## src/rtl/regex_pc_scheduler.sv

```systemverilog
// Thread scheduler around the regex CPU: two ping-pong PC FIFOs (current / next character),
// character-advance sequencing and end-of-run detection.
module regex_pc_scheduler #(
  parameter int PC_WIDTH        = 8,
  parameter int FIFO_DEPTH_LOG2 = 4
) (
  input  logic                clk,
  input  logic                reset,
  input  logic                start,
  input  logic [PC_WIDTH-1:0] start_pc,
  input  logic                in_pc_valid,
  input  logic [PC_WIDTH-1:0] in_pc,
  input  logic                in_pc_is_directed_to_current,
  output logic                in_pc_ready,
  output logic                out_pc_valid,
  output logic [PC_WIDTH-1:0] out_pc,
  input  logic                out_pc_ready,
  input  logic                cpu_idle,
  input  logic                at_end_of_string,
  output logic                advance_character,
  output logic                done,
  output logic                overflow
);
  localparam int DEPTH = 1 << FIFO_DEPTH_LOG2;
  localparam int PTR_W = FIFO_DEPTH_LOG2 + 1;

  typedef enum logic [1:0] {S_IDLE, S_RUN, S_ADVANCE, S_DONE} state_t;
  state_t state_reg, state_next;

  logic [1:0][PTR_W-1:0] wr_ptr_reg, wr_ptr_next;
  logic [1:0][PTR_W-1:0] rd_ptr_reg, rd_ptr_next;
  logic                  cur_sel_reg, cur_sel_next;
  logic                  quiet_q_reg;
  logic                  overflow_reg, overflow_next;

  logic [1:0]                      fifo_full;
  logic [1:0]                      fifo_empty;
  logic [1:0]                      wr_en;
  logic [1:0][FIFO_DEPTH_LOG2-1:0] wr_addr;
  logic [1:0][PC_WIDTH-1:0]        fifo_head;
  logic [PC_WIDTH-1:0]             wr_data;
  logic                            tgt_sel;
  logic                            nxt_sel;
  logic                            start_fire;
  logic                            push;
  logic                            pop;
  logic                            quiet;
  logic                            decide;

  // Physical FIFO storage; head is read combinationally so a pushed PC shows one cycle later.
  genvar gi;
  generate
    for (gi = 0; gi < 2; gi++) begin : g_fifo
      logic [PC_WIDTH-1:0] mem [DEPTH];

      assign fifo_full[gi]  = (wr_ptr_reg[gi][PTR_W-1] != rd_ptr_reg[gi][PTR_W-1]) &&
                              (wr_ptr_reg[gi][PTR_W-2:0] == rd_ptr_reg[gi][PTR_W-2:0]);
      assign fifo_empty[gi] = (wr_ptr_reg[gi] == rd_ptr_reg[gi]);
      assign fifo_head[gi]  = mem[rd_ptr_reg[gi][PTR_W-2:0]];
      assign wr_en[gi]      = (start_fire && (cur_sel_reg == 1'(gi))) ||
                              (push && (tgt_sel == 1'(gi)));
      assign wr_addr[gi]    = start_fire ? '0 : wr_ptr_reg[gi][PTR_W-2:0];

      always_ff @(posedge clk) begin
        if (wr_en[gi]) begin
          mem[wr_addr[gi]] <= wr_data;
        end
      end
    end
  endgenerate

  always_comb begin
    state_next        = state_reg;
    wr_ptr_next       = wr_ptr_reg;
    rd_ptr_next       = rd_ptr_reg;
    cur_sel_next      = cur_sel_reg;
    overflow_next     = overflow_reg;
    in_pc_ready       = 1'b0;
    out_pc_valid      = 1'b0;
    out_pc            = '0;
    advance_character = 1'b0;
    done              = 1'b0;
    nxt_sel           = ~cur_sel_reg;
    tgt_sel           = in_pc_is_directed_to_current ? cur_sel_reg : nxt_sel;
    start_fire        = 1'b0;
    push              = 1'b0;
    pop               = 1'b0;
    quiet             = 1'b0;
    decide            = 1'b0;
    wr_data           = in_pc;

    case (state_reg)
      S_IDLE: begin
        if (start) begin
          start_fire                = 1'b1;
          wr_data                   = start_pc;
          wr_ptr_next               = '0;
          rd_ptr_next               = '0;
          wr_ptr_next[cur_sel_reg]  = PTR_W'(1);
          overflow_next             = 1'b0;
          state_next                = S_RUN;
        end
      end

      S_RUN: begin
        // Ready uses the pre-pop full flag even when pushing into the FIFO being popped.
        in_pc_ready  = ~fifo_full[tgt_sel];
        out_pc_valid = ~fifo_empty[cur_sel_reg];
        out_pc       = out_pc_valid ? fifo_head[cur_sel_reg] : '0;
        push         = in_pc_valid && in_pc_ready;
        pop          = out_pc_valid && out_pc_ready;
        if (push) begin
          wr_ptr_next[tgt_sel] = wr_ptr_reg[tgt_sel] + PTR_W'(1);
        end
        if (pop) begin
          rd_ptr_next[cur_sel_reg] = rd_ptr_reg[cur_sel_reg] + PTR_W'(1);
        end
        if (in_pc_valid && fifo_full[tgt_sel]) begin
          overflow_next = 1'b1;
        end
        // Two consecutive quiet cycles before trusting that the CPU has nothing in flight.
        quiet  = fifo_empty[cur_sel_reg] && cpu_idle && !in_pc_valid && !pop;
        decide = quiet && quiet_q_reg;
        if (decide) begin
          state_next = (fifo_empty[nxt_sel] || at_end_of_string) ? S_DONE : S_ADVANCE;
        end
      end

      S_ADVANCE: begin
        advance_character = 1'b1;
        cur_sel_next      = ~cur_sel_reg;
        state_next        = S_RUN;
      end

      S_DONE: begin
        done        = 1'b1;
        wr_ptr_next = '0;
        rd_ptr_next = '0;
        state_next  = S_IDLE;
      end

      default: state_next = S_IDLE;
    endcase
  end

  always_ff @(posedge clk) begin
    if (reset) begin
      state_reg    <= S_IDLE;
      wr_ptr_reg   <= '0;
      rd_ptr_reg   <= '0;
      cur_sel_reg  <= 1'b0;
      quiet_q_reg  <= 1'b0;
      overflow_reg <= 1'b0;
    end else begin
      state_reg    <= state_next;
      wr_ptr_reg   <= wr_ptr_next;
      rd_ptr_reg   <= rd_ptr_next;
      cur_sel_reg  <= cur_sel_next;
      quiet_q_reg  <= quiet;
      overflow_reg <= overflow_next;
    end
  end

  assign overflow = overflow_reg;

endmodule

```

## config.mk

```make
export PLATFORM = sky130hd
export DESIGN_NAME = regex_pc_scheduler
export DESIGN_NICKNAME = d
export VERILOG_FILES = /design/src/rtl/regex_pc_scheduler.sv
export SDC_FILE = /design/constraint.sdc
export NUM_CORES = 1
export LEC_CHECK = 0
export ABC_AREA = 1
export ABC_CLOCK_PERIOD_IN_PS = 3900
export CORE_MARGIN = 3
export CORE_UTILIZATION = 60
export DETAILED_ROUTE_END_ITERATION = 8
export HOLD_SLACK_MARGIN = 0.05
export PLACE_DENSITY = 0.84
export SYNTH_ARGS = -nofsm -noshare
export SYNTH_HDL_FRONTEND = slang
export SYNTH_SLANG_ARGS = --single-unit
```

## constraint.sdc

```tcl
create_clock -name clk -period 3.9 [get_ports clk]
set_input_delay 0.975 -clock clk [delete_from_list [all_inputs] [get_ports clk]]
set_output_delay 0.975 -clock clk [all_outputs]
set_load 0.03 [all_outputs]
```

### Word-level counts from Yosys, hierarchy flattened

Memories as Yosys holds them, arrays and structs flattened. A register that Yosys moved wholly into a read port is not among the register bits.
Cells that the tools add are included.

* memories: 2
* output and inout port bits: 13
* bits in writable memories: 256
* register bits after elaboration: 25

* reduce and logical (&&, ||, !) cells: 28
* mux-type cells: 53
* equal/unequal tests: 14
* bitwise logic cells: 5
* magnitude comparators: 5
* $add $sub $neg: 2

Memory list
* g_fifo[0].mem: depth 16, bits a word 8, read ports 1, clocked after memory_dff 1, write ports 1, line 54 `logic [PC_WIDTH-1:0] mem [DEPTH];`
* g_fifo[1].mem: depth 16, bits a word 8, read ports 1, clocked after memory_dff 1, write ports 1, line 54

Operators with widths (number)
* one-hot mux 10 bit (3 select lines): 2
* 2-to-1 mux 8 bit: 6
* 2-to-1 mux 10 bit: 4
* 2-to-1 mux 5 bit: 6
* 2-to-1 mux 4 bit: 6
* 2-to-1 mux 1 bit: 21
* bitwise mux 10 bit: 2
* logical AND 1 bit: 15
* adder 5 x 1 -> 5 bit (second input constant): 2
* demux 5 bit (select 1 bit): 2
* equality test 5 bit: 2
* != test 2 bit (second input constant): 5
* AND reduction 3 bit: 3
* equality test 4 bit: 2
* one-hot mux 2 bit (4 select lines): 1
* < comparator 1 x 2 -> 1 bit (second input constant): 3
* inverter 1 bit: 5
* equality test 2 bit (second input constant): 2
* 2-to-1 mux 2 bit: 2
* logical OR 1 bit: 3
* nonzero test 3 bit: 1
* equality test 2 x 1 -> 1 bit (second input constant): 1
* >= comparator 1 bit (second input constant): 2
* zero test 1 bit: 2
* other kinds (6): 7

### Longest topological paths before layout

Gate-level depths: netlist of the first run.

* depth in word-level cells: 11
* depth in mapped cells: 15

### Worst setup path before layout of the first run

OpenSTA, ideal clock, no wires.

* path kind: input-to-reg
* start: in in_pc_is_directed_to_current
* end: mem g_fifo[1].mem[4][0], enable pin
* cell stages on the path: 12
* path buffers: 0
* library setup time: 0.370 ns
* setup slack: 1.061 ns
* data required time: 3.530 ns
* arrival time: 2.469 ns
* cell sequence: inv_1 nand2_1 nand2_2 inv_1 nor2_1 nand3_1 nand2_1 nor2_2 nand3_1 o21ai_2 nand2_1 nor2_1

* cells in the longest elaborated chain, start to end: 10

Ends and longest elaborated chain
* start, declared: line 13 `input logic in_pc_is_directed_to_current,`
* 2-to-1 mux 1 bit *: line 84 `tgt_sel = in_pc_is_directed_to_current ? cur_sel_reg : nxt_sel;`
* 2-to-1 mux 1 bit (implied by the code) (2 in series): line 107 `in_pc_ready = ~fifo_full[tgt_sel];`
* inverter 1 bit: line 107
* logical AND 1 bit: line 110 `push = in_pc_valid && in_pc_ready;`
* 2-to-1 mux 1 bit: line 92 `case (state_reg)`
* logical AND 1 bit *: line 61 `(push && (tgt_sel == 1'(gi)));`
* logical OR 1 bit *: line 60 `assign wr_en[gi] = (start_fire && (cur_sel_reg == 1'(gi))) ||`
* 2-to-1 mux 1 bit *: line 65 `if (wr_en[gi]) begin`
* 2-to-1 mux 1 bit (implied by the code) *: line 66 `mem[wr_addr[gi]] <= wr_data;`
* end, declared: line 54

Every way passes the cells marked *; elsewhere a longest branch is shown, timed or not. The select of a mux whose other input is x is not followed.

### Worst setup path after layout of the first run

* start: reg wr_ptr_reg[2] (netlist bit)
* end: out out_pc_valid

* cells in the longest elaborated chain, start to end: 5

Ends and longest elaborated chain
* start, declared: line 30 `logic [1:0][PTR_W-1:0] wr_ptr_reg, wr_ptr_next;`
* start signal, assigned: line 156 `wr_ptr_reg <= wr_ptr_next;`
* equality test 5 bit: line 58 `assign fifo_empty[gi] = (wr_ptr_reg[gi] == rd_ptr_reg[gi]);`
* 2-to-1 mux 1 bit (implied by the code) (2 in series): line 108 `out_pc_valid = ~fifo_empty[cur_sel_reg];`
* inverter 1 bit: line 108
* 2-to-1 mux 1 bit: line 92
* end, declared: line 15 `output logic out_pc_valid,`

No other way between the ends. The select of a mux whose other input is x is not followed.

==> flow_summary.html, run 1 <==
<table>
<tr><th>Metric</th><th>Value</th></tr>
<tr><th colspan="2">Power and ir drop</th></tr>
<tr><td>Power Density</td><td>501 mW/mm^2</td></tr>
<tr><td>Pleak</td><td>4.76 nW</td></tr>
<tr><td>IR Drop Worst-Case VDD</td><td>roughly 380 uV</td></tr>
<tr><th colspan="2">Floorplan</th></tr>
<tr><td>Horizontal die dimension</td><td>between 100 and 150 um</td></tr>
<tr><td>Count of pins on the block boundary</td><td>37</td></tr>
<tr><td>Initial standard-cell utilization of the core</td><td>61.8%</td></tr>
<tr><td>Vert. Die Dim</td><td>148 um</td></tr>
<tr><td>Floorplan Core Area</td><td>around 0.02 mm^2</td></tr>
<tr><td>Total number of placement rows</td><td>51</td></tr>
<tr><td>Die ar.</td><td>between 0.02 and 0.025 mm^2</td></tr>
<tr><th colspan="2">Layout</th></tr>
<tr><td>Total area of sequential cells</td><td>0.00835 mm^2</td></tr>
<tr><td>Number of standard cells in the final layout excluding fillers</td><td>approximately 1400</td></tr>
<tr><td>P&amp;R area growth vs syn</td><td>14.7%</td></tr>
<tr><td>Final standard cell area without fillers</td><td>about 0.014 mm^2</td></tr>
<tr><td>Number of flip-flops under the largest register name</td><td>around 260</td></tr>
<tr><td>Fill cell instance count of the final layout</td><td>between 1000 and 1500</td></tr>
<tr><td>Final net count</td><td>1180</td></tr>
<tr><td>Layout cell share with drive strength beyond 1</td><td>10.2%</td></tr>
<tr><td>Diode insertion count for antenna repair</td><td>0</td></tr>
<tr><td>Area used by multi-input combinational logic</td><td>0.00342 mm^2</td></tr>
<tr><th colspan="2">Logic synthesis</th></tr>
<tr><td>Count of state elements after synthesis</td><td>289</td></tr>
<tr><td>Warning count from the yosys run</td><td>0</td></tr>
<tr><td>Count of cell types in the netlist</td><td>36</td></tr>
<tr><td>Fraction of post-synthesis cell area in the top cell type by area</td><td>a little over three fifths</td></tr>
<tr><td>Sequential area share after synthesis</td><td>68.6%</td></tr>
<tr><td>Most common cell in the synthesized netlist</td><td>edfxtp_1</td></tr>
<tr><td>Avg Cell Area, Syn</td><td>about 11 um^2</td></tr>
<tr><td>Synth area leaders</td><td>edfxtp_1 (63%), nor2_1 (6.7%), o21ai_0 (5.8%)</td></tr>
<tr><td>Commonest cells in the netlist</td><td>edfxtp_1 (256), nor2_1 (217), o21ai_0 (141)</td></tr>
<tr><td>Number of synthesized flops with an enable pin</td><td>256</td></tr>
<tr><td>Share of synthesized flip-flops with an asynchronous set or reset</td><td>0%</td></tr>
<tr><td>Most used flip-flop cell after synthesis</td><td>edfxtp_1</td></tr>
<tr><td>Area leader, netlist</td><td>edfxtp_1</td></tr>
<tr><td>Synthesized Nets</td><td>1111</td></tr>
<tr><td>Number of instances in the synthesized netlist</td><td>between 1000 and 1500</td></tr>
<tr><td>Cell area after synthesis</td><td>0.0122 mm^2</td></tr>
<tr><th colspan="2">Routing</th></tr>
<tr><td>Routed WL per cell</td><td>about 21 um</td></tr>
<tr><td>Count of antenna-violating nets left after detailed routing</td><td>0</td></tr>
<tr><td>Detailed-router iteration count before antenna repair</td><td>5</td></tr>
<tr><td>Routed via count divided by cell count</td><td>6.29</td></tr>
<tr><td>Residual DRC count</td><td>0</td></tr>
<tr><td>Total routed wirelength</td><td>30300 um</td></tr>
<tr><td>Routed via count</td><td>between 9000 and 10000</td></tr>
<tr><td>Number of design-rule violations left by the first detailed-router iteration</td><td>1307</td></tr>
<tr><th colspan="2">CTS</th></tr>
<tr><td>Clk Latency, worst-skew pair</td><td>about 530 ps</td></tr>
<tr><td>CTS H-tree lvls</td><td>1</td></tr>
<tr><td>Clock input transition at the sequential cells of the worst setup and hold paths</td><td>60 ps</td></tr>
<tr><td>Post-CTS Hold Buffers</td><td>0</td></tr>
<tr><td>Sink Count</td><td>289</td></tr>
<tr><td>Clock tree from TritonCTS</td><td>done</td></tr>
<tr><td>TritonCTS Buffers</td><td>28</td></tr>
<tr><td>Master cell of the clock root buffer</td><td>clkbuf_16</td></tr>
<tr><td>CTS max path bufs</td><td>3</td></tr>
<tr><th colspan="2">STA</th></tr>
<tr><td>Count of endpoints failing setup in the final report</td><td>0</td></tr>
<tr><td>Aggregate negative setup slack</td><td>0 ps</td></tr>
<tr><td>Pins Over Slew Limit</td><td>0</td></tr>
<tr><td>Worst setup slack after layout</td><td>209 ps</td></tr>
<tr><td>Final critical-path required period</td><td>3690 ps</td></tr>
<tr><td>RSZ-0062 raised after global routing</td><td>false</td></tr>
<tr><td>Max-slew headroom at the worst pin</td><td>54.8%</td></tr>
<tr><td>Total count of hold-check failures in the final report</td><td>0</td></tr>
<tr><td>Fmax achieved</td><td>0.271 GHz</td></tr>
<tr><td>Transition time of the tightest slew-check pin</td><td>676 ps</td></tr>
<tr><td>Post-route fraction of the period consumed by the critical path</td><td>94.6%</td></tr>
<tr><td>Max Clock Skew</td><td>8.38 ps</td></tr>
<tr><th colspan="2">Place</th></tr>
<tr><td>IO Port Bufs</td><td>36</td></tr>
<tr><td>Placed Area</td><td>0.0131 mm^2</td></tr>
<tr><td>Total instance count after detailed placement</td><td>1389</td></tr>
<tr><td>Placer Congestion</td><td>0.950</td></tr>
<tr><td>HPWL after detailed placement</td><td>19100 um</td></tr>
<tr><td>Pre-CTS setup slack</td><td>between 400 and 500 ps</td></tr>
<tr><th colspan="2">Setup path</th></tr>
<tr><td>Kind of critical path</td><td>reg2out</td></tr>
<tr><td>Critical path origin</td><td>wr_ptr_reg[2]</td></tr>
<tr><td>Kind of launch point of the worst setup path</td><td>register</td></tr>
<tr><td>Worst EP arrival</td><td>between 2000 and 3000 ps</td></tr>
<tr><td>Required time at the endpoint of the critical path</td><td>2920 ps</td></tr>
<tr><td>Critical register-to-register path startpoint</td><td>cur_sel_reg</td></tr>
<tr><td>Capturing element type of the critical path</td><td>primary output</td></tr>
<tr><td>Critical-path maximum fanout</td><td>9</td></tr>
<tr><th colspan="2">GRT</th></tr>
<tr><td>Largest net degree at the start of global routing</td><td>40</td></tr>
<tr><td>Number of global-route vias before repair</td><td>8504</td></tr>
<tr><td>Initial antenna violation count</td><td>0</td></tr>
<tr><td>Global-route congestion overflow total</td><td>0</td></tr>
<tr><td>Overall global routing resource usage</td><td>27.4%</td></tr>
<tr><td>First-pass GRT wire length</td><td>46900 um</td></tr>
<tr><th colspan="2">Job</th></tr>
<tr><td>Max cap viols</td><td>0</td></tr>
<tr><th colspan="2">Status</th></tr>
<tr><td>Status</td><td>finished clean</td></tr>
<tr><th colspan="2">Min path</th></tr>
<tr><td>Hold Path Class</td><td>reg2reg</td></tr>
<tr><td>Launch instance of the worst min-delay path</td><td>quiet_q_reg</td></tr>
</table>
[report_power, final]
group	switching, mW	total [mW]	internal, mW
Combinational	0.705	0.996	0.290
Sequential	0.0493	3.56	3.51
Clock	1.06	2.44	1.38
Total	1.81	7.00	5.19
[through the flow]
stage / utilization (%) / hold slack [ps] / power, mW
floorplan: - / 450 / 4.19
finish: 70.9 / 492 / 7.00
global placement: 66.6 / 468 / 4.56
detailed placement: 66.6 / 480 / 4.59
CTS: 70.8 / 487 / 6.99
global route: 70.9 / 507 / 7.21
[area by class of cell]
cell class              count  area share (%)
inverters                  46            1.25
flip-flops and latches    289            59.8
multi-input cells         691            24.5
clock buffers              42            5.62
clock inverters             8           0.287
well taps                 265            2.37
repair buffers             98            6.18
[cell usage in the layout, fill, tap and decap left out, types with 2 or more instances in the layout]
cell type and count:
edfxtp_1 256, nor2_1 217, o21ai_0 141, nand2_1 113, buf_4 65, nand3_1 55, inv_1 38, o221ai_1 34
a21oi_1 34, o211ai_1 30, dfxtp_1 30, clkbuf_16 29, clkdlybuf4s50_1 27, nand4_1 14, clkbuf_1 12, mux2i_1 11
clkinv_1 7, o22ai_1 7, o21ai_1 5, xor2_1 4, xnor2_1 4, clkinv_2 4, buf_12 4, inv_2 3
o21ai_2 3, nor3_1 3, nand2_2 2, nand3_2 2, ha_1 2, dfxtp_2 2, dlymetal6s2s_1 2
[metal layers]
layer	wire (um)	up-vias	global-route usage, %
met5	0	-	0
met3	3750	83	5.88
met1	11600	4277	39.6
li1	-	4057	-
met4	853	0	8.82
met2	14000	635	42.3
[final timing paths]
| check | endpoint | slack (ps) | cells past startpoint |
|---|---|---|---|
| worst min-delay path | state_reg[1] | 490 | 2 |
| worst max-delay path | out_pc_valid | 210 | 9 |
| worst max register to register | g_fifo[1].mem[15][3] | 1050 | 12 |
| worst min register to register | state_reg[1] | 490 | 2 |
[logic make-up after synthesis]
group / after synthesis / synth area share, %
AOI/OAI and AO/OA: 259 / 12.6
xor gates and xnor gates: 8 / 0.575
adders and majority gates: 2 / 0.205
buffers and inverters: 105 / 3.38
DFF: 289 / 68.6
muxes: 11 / 0.904
and+or+nand+nor: 411 / 13.8
[timing repair]
action | 4_1_cts | 5_1_grt
setup buffers | 0 | 0
gates resized for setup | 1 | 5
setup endpoints to repair | 2 | 2
endpoints found under the hold margin | 0 | 0
[critical path, stage by stage, from the launching register on]
cell	delay, ps
dfxtp_1	430
inv_1	130
nand2_1	80
nand2_1	50
nor2_1	280
nand4_1	180
and2_1	220
inv_1	120
nor2_4	90
clkdlybuf4s50_1	610
No activity file was read; power rests on OpenSTA's default activity.
==> run 2, diff against run 1 <==
--- a/config.mk
+++ b/config.mk
@@ -6,7 +6,6 @@
 export NUM_CORES = 1
 export LEC_CHECK = 0
 export ABC_AREA = 1
-export ABC_CLOCK_PERIOD_IN_PS = 3900
 export CORE_MARGIN = 3
 export CORE_UTILIZATION = 60
 export DETAILED_ROUTE_END_ITERATION = 8
==> results of run 2 <==
Same layout as run 1: the final DEF is identical, and so are final timing and power.
==> run 3, diff against run 2 <==
--- a/config.mk
+++ b/config.mk
@@ -7,10 +7,11 @@
 export LEC_CHECK = 0
 export ABC_AREA = 1
 export CORE_MARGIN = 3
-export CORE_UTILIZATION = 60
+export CORE_UTILIZATION = 48
 export DETAILED_ROUTE_END_ITERATION = 8
+export GPL_ROUTABILITY_DRIVEN = 0
 export HOLD_SLACK_MARGIN = 0.05
-export PLACE_DENSITY = 0.84
+export PLACE_DENSITY = 0.71
 export SYNTH_ARGS = -nofsm -noshare
 export SYNTH_HDL_FRONTEND = slang
 export SYNTH_SLANG_ARGS = --single-unit
==> flow_summary.html, run 3 (synthesis gave the netlist of run 1 again) <==
<table>
<tr><th>Metric</th><th>Value</th></tr>
<tr><th colspan="2">STA</th></tr>
<tr><td>Aggregate negative setup slack</td><td>0 ps (unchanged)</td></tr>
<tr><td>Fmax achieved</td><td>0.271 GHz (about the same)</td></tr>
<tr><td>Count of endpoints failing setup in the final report</td><td>0 (unchanged)</td></tr>
<tr><td>Worst setup slack after layout</td><td>208 ps (-0.350 ps)</td></tr>
<tr><td>Transition time of the tightest slew-check pin</td><td>729 ps (+52.4 ps)</td></tr>
<tr><td>RSZ-0062 raised after global routing</td><td>false</td></tr>
<tr><td>Post-route fraction of the period consumed by the critical path</td><td>94.7% (about the same)</td></tr>
<tr><td>Final critical-path required period</td><td>3690 ps (+0.350 ps)</td></tr>
<tr><td>Max-slew headroom at the worst pin</td><td>51.2% (-3.6 points)</td></tr>
<tr><td>Max Clock Skew</td><td>13.2 ps (+4.78 ps)</td></tr>
<tr><td>Total count of hold-check failures in the final report</td><td>0 (unchanged)</td></tr>
<tr><td>Pins Over Slew Limit</td><td>0 (unchanged)</td></tr>
<tr><th colspan="2">Routing</th></tr>
<tr><td>Residual DRC count</td><td>0 (unchanged)</td></tr>
<tr><td>Routed via count</td><td>8665 (-4.3%)</td></tr>
<tr><td>Count of antenna-violating nets left after detailed routing</td><td>0 (unchanged)</td></tr>
<tr><td>Total routed wirelength</td><td>30700 um (+1.3%)</td></tr>
<tr><td>Detailed-router iteration count before antenna repair</td><td>5 (unchanged)</td></tr>
<tr><td>Routed WL per cell</td><td>20.7 um (-1.6%)</td></tr>
<tr><td>Number of design-rule violations left by the first detailed-router iteration</td><td>1041 (-20%)</td></tr>
<tr><td>Routed via count divided by cell count</td><td>5.85 (-7.0%)</td></tr>
<tr><th colspan="2">Place</th></tr>
<tr><td>Placed Area</td><td>0.0131 mm^2 (-0.39%)</td></tr>
<tr><td>HPWL after detailed placement</td><td>19200 um (+0.68%)</td></tr>
<tr><td>Total instance count after detailed placement</td><td>1429 (+2.9%)</td></tr>
<tr><td>IO Port Bufs</td><td>36 (unchanged)</td></tr>
<tr><td>Pre-CTS setup slack</td><td>415 ps (-64.2 ps)</td></tr>
<tr><th colspan="2">Power and ir drop</th></tr>
<tr><td>Clock power share</td><td>36.7% (+1.8 points)</td></tr>
<tr><td>IR Drop Worst-Case VDD</td><td>316 uV (-16%)</td></tr>
<tr><td>Power Density</td><td>516 mW/mm^2 (+3.1%)</td></tr>
<tr><td>Combinational Power Share</td><td>13.8% (-0.4 points)</td></tr>
<tr><td>Sw Pwr</td><td>1.87 mW (+3.1%)</td></tr>
<tr><td>Pleak</td><td>4.68 nW (-1.6%)</td></tr>
<tr><td>Proportion of total power due to net switching</td><td>25.9% (-0.032 points)</td></tr>
<tr><td>Pwr Total</td><td>7.22 mW (+3.2%)</td></tr>
<tr><td>Sequential group share of total power</td><td>49.5% (-1.4 points)</td></tr>
<tr><td>Internal power</td><td>5.36 mW (+3.3%)</td></tr>
<tr><th colspan="2">CTS</th></tr>
<tr><td>CTS H-tree lvls</td><td>1 (unchanged)</td></tr>
<tr><td>Master cell of the clock root buffer</td><td>clkbuf_16</td></tr>
<tr><td>Sink Count</td><td>289 (unchanged)</td></tr>
<tr><td>Clock input transition at the sequential cells of the worst setup and hold paths</td><td>60 ps (about the same)</td></tr>
<tr><td>Clk Latency, worst-skew pair</td><td>530 ps (about the same)</td></tr>
<tr><td>CTS max path bufs</td><td>3 (unchanged)</td></tr>
<tr><td>Post-CTS Repair Setup Buffers</td><td>0 (unchanged)</td></tr>
<tr><td>Post-CTS Hold Buffers</td><td>0 (unchanged)</td></tr>
<tr><td>TritonCTS Buffers</td><td>28 (unchanged)</td></tr>
<tr><td>Number of instances resized during post-cts repair</td><td>0 (-1)</td></tr>
<tr><td>Clock tree from TritonCTS</td><td>done</td></tr>
<tr><th colspan="2">Floorplan</th></tr>
<tr><td>Initial standard-cell utilization of the core</td><td>49.5% (-12 points)</td></tr>
<tr><td>Floorplan Core Area</td><td>0.0246 mm^2 (+25%)</td></tr>
<tr><td>Total number of placement rows</td><td>57 (+12%)</td></tr>
<tr><td>Vert. Die Dim</td><td>165 um (+11%)</td></tr>
<tr><td>Horizontal die dimension</td><td>165 um (+11%)</td></tr>
<tr><td>Count of pins on the block boundary</td><td>37 (unchanged)</td></tr>
<tr><td>Die ar.</td><td>0.0273 mm^2 (+24%)</td></tr>
<tr><th colspan="2">GRT</th></tr>
<tr><td>Overall global routing resource usage</td><td>22.6% (-4.8 points)</td></tr>
<tr><td>Initial antenna violation count</td><td>0 (unchanged)</td></tr>
<tr><td>Largest net degree at the start of global routing</td><td>65 (+63%)</td></tr>
<tr><td>First-pass GRT wire length</td><td>47100 um (+0.31%)</td></tr>
<tr><td>Global-route congestion overflow total</td><td>0 (unchanged)</td></tr>
<tr><td>Number of global-route vias before repair</td><td>8373 (-1.5%)</td></tr>
<tr><th colspan="2">Layout</th></tr>
<tr><td>Number of standard cells in the final layout excluding fillers</td><td>1481 (+2.9%)</td></tr>
<tr><td>P&amp;R area growth vs syn</td><td>14.9%</td></tr>
<tr><td>Layout cell share with drive strength beyond 1</td><td>9.59% (-0.63 points)</td></tr>
<tr><td>Most frequent standard cell in the layout excluding fill and tap cells</td><td>edfxtp_1</td></tr>
<tr><td>Top library cells by usage in the layout, fill and taps aside</td><td>edfxtp_1 (256), nor2_1 (217), o21ai_0 (141)</td></tr>
<tr><td>Final net count</td><td>1161 (-1.6%)</td></tr>
<tr><td>Diode insertion count for antenna repair</td><td>0 (unchanged)</td></tr>
<tr><td>Final standard cell area without fillers</td><td>0.0140 mm^2 (+0.12%)</td></tr>
<tr><td>Number of flip-flops under the largest register name</td><td>256 (unchanged)</td></tr>
<tr><th colspan="2">Min path</th></tr>
<tr><td>Hold Path Class</td><td>reg2reg</td></tr>
<tr><th colspan="2">Setup path</th></tr>
<tr><td>Cell with the biggest individual delay on the critical path</td><td>dfxtp_2</td></tr>
<tr><td>Delay contributed by the slowest stage of the critical path</td><td>700 ps (+90 ps)</td></tr>
<tr><td>Required time at the endpoint of the critical path</td><td>2920 ps (about the same)</td></tr>
<tr><td>Family with the most delay on the worst path</td><td>flip-flops</td></tr>
<tr><td>Kind of launch point of the worst setup path</td><td>register</td></tr>
<tr><td>Critical-path maximum fanout</td><td>29 (+20)</td></tr>
<tr><td>Kind of critical path</td><td>reg2out</td></tr>
<tr><td>Sequence of cells on the critical path</td><td>buf_4, o21ai_0, o221ai_1, nand3_1, nand3_1, nand2_1, nor2_1, buf_4</td></tr>
<tr><td>Bufs and invs on worst path</td><td>2 (-1)</td></tr>
<tr><td>Worst EP arrival</td><td>2720 ps (about the same)</td></tr>
<tr><td>Capturing element type of the critical path</td><td>primary output</td></tr>
<tr><th colspan="2">Status</th></tr>
<tr><td>Status</td><td>finished clean</td></tr>
<tr><th colspan="2">Job</th></tr>
<tr><td>Max cap viols</td><td>0 (unchanged)</td></tr>
</table>
[run 3: per-layer routing]
metal / track usage [%] / vias up / part of all wire [%]
met5: 0 / - / 0
met2: 36.0 / 429 / 46
met4: 7.13 / 0 / 2.6
met3: 3.34 / 69 / 8.4
li1: - / 4026 / -
met1: 32.2 / 4141 / 43
[run 3: final cells by class]
type	instances	area [um^2]
fill	1994	10600
sequential	289	8350
multi-input combinational	691	3420
clock buffer	41	801
timing repair buffer	79	733
tap	324	405
inverter	46	173
clock inverter	11	106
[run 3: worst register-to-register path: cells and delay by family (launching register included)]
family	cells	cell delay (ps)
simple gates	9	1470
buf+inv	3	370
flops	1	510
compound gates	1	130
[run 3: power by group through the flow]
stage          Combinational [mW]  Sequential, mW  Clock [mW]
2_1_floorplan               0.585            3.61           0
3_3_place_gp                0.975            3.64           0
3_5_place_dp                0.985            3.64           0
4_1_cts                     0.990            3.57        2.68
5_1_grt                      1.08            3.58        2.79
6_report                    0.999            3.57        2.65
[run 3: through the flow]
stage / utilization [%] / hold slack (ps)
4_1_cts: 56.8 / 473
6_report: 56.8 / 474
3_3_place_gp: 53.2 / 464
2_1_floorplan: - / 450
3_5_place_dp: 53.2 / 461
5_1_grt: 56.8 / 498
[run 3: path summary, 6_finish.rpt]
| path | startpoint | to | slack (ps) | depth (start not counted) |
|---|---|---|---|---|
| setup / recovery | register | out_pc[4] | 210 | 8 |
| hold reg to reg | overflow | overflow | 470 | 2 |
| hold / removal | overflow | overflow | 470 | 2 |
| setup reg to reg | cur_sel_reg | g_fifo[1].mem[3][6] | 1060 | 13 |
